`src/rtl/traffic_light_fsm.sv`:
```
// Single-approach traffic-light controller: Red -> Green -> Yellow -> Red,
// each phase held for a parameterised number of 1 Hz ticks, with a seconds-remaining count.
module traffic_light_fsm #(
  parameter int RedTime    = 30,
  parameter int GreenTime  = 25,
  parameter int YellowTime = 5
) (
  input  logic       clock1Hz,
  input  logic       rst,
  input  logic [1:0] initialState,
  output logic       R,
  output logic       G,
  output logic       Y,
  output logic [7:0] NUM
);

  typedef enum logic [1:0] {
    PH_RED    = 2'b00,
    PH_GREEN  = 2'b01,
    PH_YELLOW = 2'b10,
    PH_BAD    = 2'b11
  } phase_t;

  localparam logic [7:0] RED_T    = 8'(RedTime);
  localparam logic [7:0] GREEN_T  = 8'(GreenTime);
  localparam logic [7:0] YELLOW_T = 8'(YellowTime);

  phase_t     phase, phase_next, load_phase;
  logic [7:0] count, count_next;

  function automatic logic [7:0] phase_time(input phase_t p);
    case (p)
      PH_GREEN:  return GREEN_T;
      PH_YELLOW: return YELLOW_T;
      default:   return RED_T;
    endcase
  endfunction

  always_ff @(posedge clock1Hz) begin
    if (rst) begin
      phase <= load_phase;
      count <= phase_time(load_phase);
    end else begin
      phase <= phase_next;
      count <= count_next;
    end
  end

  always_comb begin
    load_phase = (initialState == 2'b11) ? PH_RED : phase_t'(initialState);
    phase_next = phase;
    count_next = count - 8'd1;
    // A zero count advances like one so the counter can never wrap to 255.
    if (phase == PH_BAD) begin
      phase_next = PH_RED;
      count_next = RED_T;
    end else if (count <= 8'd1) begin
      case (phase)
        PH_RED:    phase_next = PH_GREEN;
        PH_GREEN:  phase_next = PH_YELLOW;
        default:   phase_next = PH_RED;
      endcase
      count_next = phase_time(phase_next);
    end
  end

  // The unreachable 2'b11 code shows Red so exactly one lamp is always lit.
  always_comb begin
    R   = (phase == PH_RED) || (phase == PH_BAD);
    G   = (phase == PH_GREEN);
    Y   = (phase == PH_YELLOW);
    NUM = count;
  end

endmodule

```
`config.mk`:
```
export PLATFORM = sky130hd
export DESIGN_NAME = traffic_light_fsm
export DESIGN_NICKNAME = d
export VERILOG_FILES = /design/src/rtl/traffic_light_fsm.sv
export SDC_FILE = /design/constraint.sdc
export NUM_CORES = 1
export LEC_CHECK = 0
export BUFFER_PORTS_ARGS = -buffer_cell sky130_fd_sc_hd__buf_2
export CORE_MARGIN = 1.5
export CORE_UTILIZATION = 50
export DETAILED_ROUTE_END_ITERATION = 10
export PLACE_DENSITY = 0.74
export REMOVE_ABC_BUFFERS = 1
export SYNTH_ARGS = -nofsm -noshare
export SYNTH_HDL_FRONTEND = slang
export SYNTH_SLANG_ARGS = --single-unit
```
`constraint.sdc`:
```
create_clock -name clock1Hz -period 1.9 [get_ports clock1Hz]
set_input_delay 0.38 -clock clock1Hz [delete_from_list [all_inputs] [get_ports clock1Hz]]
set_output_delay 0.38 -clock clock1Hz [all_outputs]
set_load 0.05 [all_outputs]
```
==> key figures <==
Global routing
  – GRT Util Overall: 21.7%
  – Pin count of the biggest net entering global routing: 8
  – Initial antenna violation count: 0
  – Grt total ovfl: 0
  – Vias in the first global route: 513
  – First-pass GRT wire length: 2230 um

Clock tree
  – Root buffer cell: clkbuf_4
  – Number of gates resized after cts: 0
  – CTS Buf Count: 3
  – Post-CTS Setup Bufs: 0
  – Clock insertion delay at the later pin of the skew report: 270 ps
  – Longest Clk Path Bufs: 2
  – CTS sink count: 10
  – Clock Pin Slew Worst Setup and Hold Paths: 70 ps
  – CTS tree: yes
  – H-tree Lvls: 1
  – Cts hold-fix bufs: 0

Synth
  – Post-synth top area cell: dfxtp_1
  – Sequential-to-total area share from yosys stat: 32.2%
  – Synth Flop Type: dfxtp_1
  – Warnings, synthesis: 0
  – Largest cells by area after synthesis: dfxtp_1 23%, ha_1 22%, edfxtp_1 8.8%
  – Netlist cell types: 23
  – Average size of a mapped cell: 9.62 um^2
  – Post-Syn Instances: 71
  – Most numerous cell in the Yosys netlist: ha_1
  – Number of synthesized register bits: 10
  – Area share of the largest cell type after synthesis: 23.4%
  – Synth Cell Area: 683 um^2
  – Post-synth EDFFs: 2
  – Async SR Flop Fraction: 0%
  – Synth cell count leaders: 12 x ha_1, 8 x dfxtp_1, 8 x inv_1, 7 x nand2_1, 7 x nor2_1

Finish
  – Fin area: 795 um^2
  – Layout cell share with drive strength beyond 1: 26.1%
  – Final instance count without filler cells: 103
  – Synthesis-to-layout area growth: 16.3%
  – Final nets: 106
  – Antenna cells: 0
  – Final core utilization: 61.8%

Worst setup path
  – R2R setup slack: 150 ps
  – Worst setup path endpoint: R
  – Slowest cell on crit path: edfxtp_1
  – Worst reg2reg endpoint: phase[1]
  – CP max FO: 4
  – CP Capture Type: output port
  – Data required time of the worst path: 1520 ps
  – Top delay family on crit path: flip-flops
  – CP Launch Type: flop
  – Crit path top cell by count: inv_1
  – Worst R2R Path Depth: 6
  – WP buf/inv: 3
  – WS Path Type: flop to output port
  – Max incr delay on CP: 440 ps
  – Arrival @ worst endpoint: 1370 ps
  – CP cell instances: inv_1, ha_1, inv_1, buf_2
  – Worst r2r src: NUM[0]
  – CP startpoint: phase[0]
  – Stages on worst setup path: 4

Drt
  – Vias: 540
  – Drt pass-1 iters: 4
  – Wire per inst: 12.8 um
  – Post-route ant nets: 0
  – # DRC: 0
  – Number of DRC markers in iteration 0: 18
  – Routed Wire Length: 1320 um
  – Via density: 5.24

STA
  – Max Freq: 571 MHz
  – RSZ-0062 raised after global routing: no
  – Final Hold Viols: 0
  – WHS: 470 ps
  – Period minus WS final: 1750 ps
  – Final Cycle Share: 92.3%
  – Worst slew margin: 71.7%
  – Final setup vio count: 0
  – Worst setup margin: 147 ps
  – Slew Limit Fails: 0
  – Setup TNS: 0 ps
  – Layout Skew: 9.54 ps
  – Worst-margin pin slew: 423 ps

Power and ir drop
  – Combinational share of power: 37.7%
  – VDD IR max: 0.000414 V
  – Cell internal pwr: 390 uW
  – Lkg Pwr: 0.366 nW
  – Switching share of power: 42.6%
  – Total power: 680 uW
  – Psw: 290 uW
  – Pwr Density: 856 nW/um^2
  – Seq pwr share: 41.0%
  – Clock power share: 21.2%

Place
  – Pre-CTS setup slack: 178 ps
  – DP Cell Count: 100
  – Port Buffers: 14
  – Post-DP HPWL: 1040 um
  – Final GP Congestion: 0.703
  – Placed Area: 772 um^2

Floorplanning
  – Starting Density: 53.2%
  – Die W: 40.0 um
  – # IOs: 15
  – Core Area: 1280 um^2
  – Die area: 1600 um^2
  – Site row count: 13
  – Die height: 40.0 um

Min path
  – Worst hold path type: primary input to flop

Run
  – Max_cap viols: 0

Outcome
  – Status: finished clean
[routing by layer]
metal / vias to the layer above / part of all wire (%) / global-route usage, %
met4: 0 / 0 / 5.17
met1: 253 / 47 / 26.9
met2: 9 / 49 / 36.3
met3: 0 / 4.2 / 6.67
li1: 278 / - / -
met5: - / 0 / 0
[registers in the layout, summed over array words and instances (netlist names)]
signal / cells
phase: 2
NUM: 8
[final cells by class]
cell class / instances / area (um^2)
Sequential cell: 10 / 220
Inverter: 8 / 30.0
Clock buffer: 3 / 22.5
Fill cell: 123 / 490
Timing Repair Buffer: 14 / 70.1
Tap cell: 15 / 18.8
Multi-Input combinational cell: 53 / 433
[worst min-delay path, cell delays in order]
cell      delay, ps
buf_2           140
nand2b_1         90
o311ai_0         90
[placed cells by master (no fill, tap or decap), types with 2 or more instances in the layout]
cell type	n
buf_2	14
ha_1	12
dfxtp_1	8
inv_1	8
nor2_1	7
nand2_1	7
xor2_1	4
a21oi_1	4
nand3_1	3
clkbuf_4	3
mux2_2	2
nor3_1	2
edfxtp_1	2
[power groups by stage]
stage,combinational (mW),sequential (mW),clock [mW]
floorplan,0.140,0.341,0
global placement,0.254,0.282,0
detailed placement,0.256,0.283,0
CTS,0.259,0.278,0.149
global route,0.281,0.283,0.159
finish,0.257,0.279,0.144
[how the worst min path moves through the flow]
stage / start / to / slack [ps] / cells past startpoint
final: rst / NUM[0] / 470 / 3
after global routing: rst / NUM[2] / 520 / 3
after CTS: rst / NUM[0] / 460 / 3
after detailed placement: NUM[5] / NUM[5] / 550 / 2
after global placement: NUM[5] / NUM[5] / 520 / 2
after floorplan: rst / NUM[0] / 540 / 2
[logic make-up (layout without fill, tap and decap cells)]
family          Yosys count  after routing  share of synthesized area [%]
mux                       2              2                           3.30
compound gates            8              8                           8.79
simple gates             26             26                           22.9
flops                    10             10                           32.2
xor+xnor                  5              5                           6.41
buf+inv                   8             25                           4.40
fa+ha+maj                12             12                           22.0
Power figures use the tool's default switching activity.
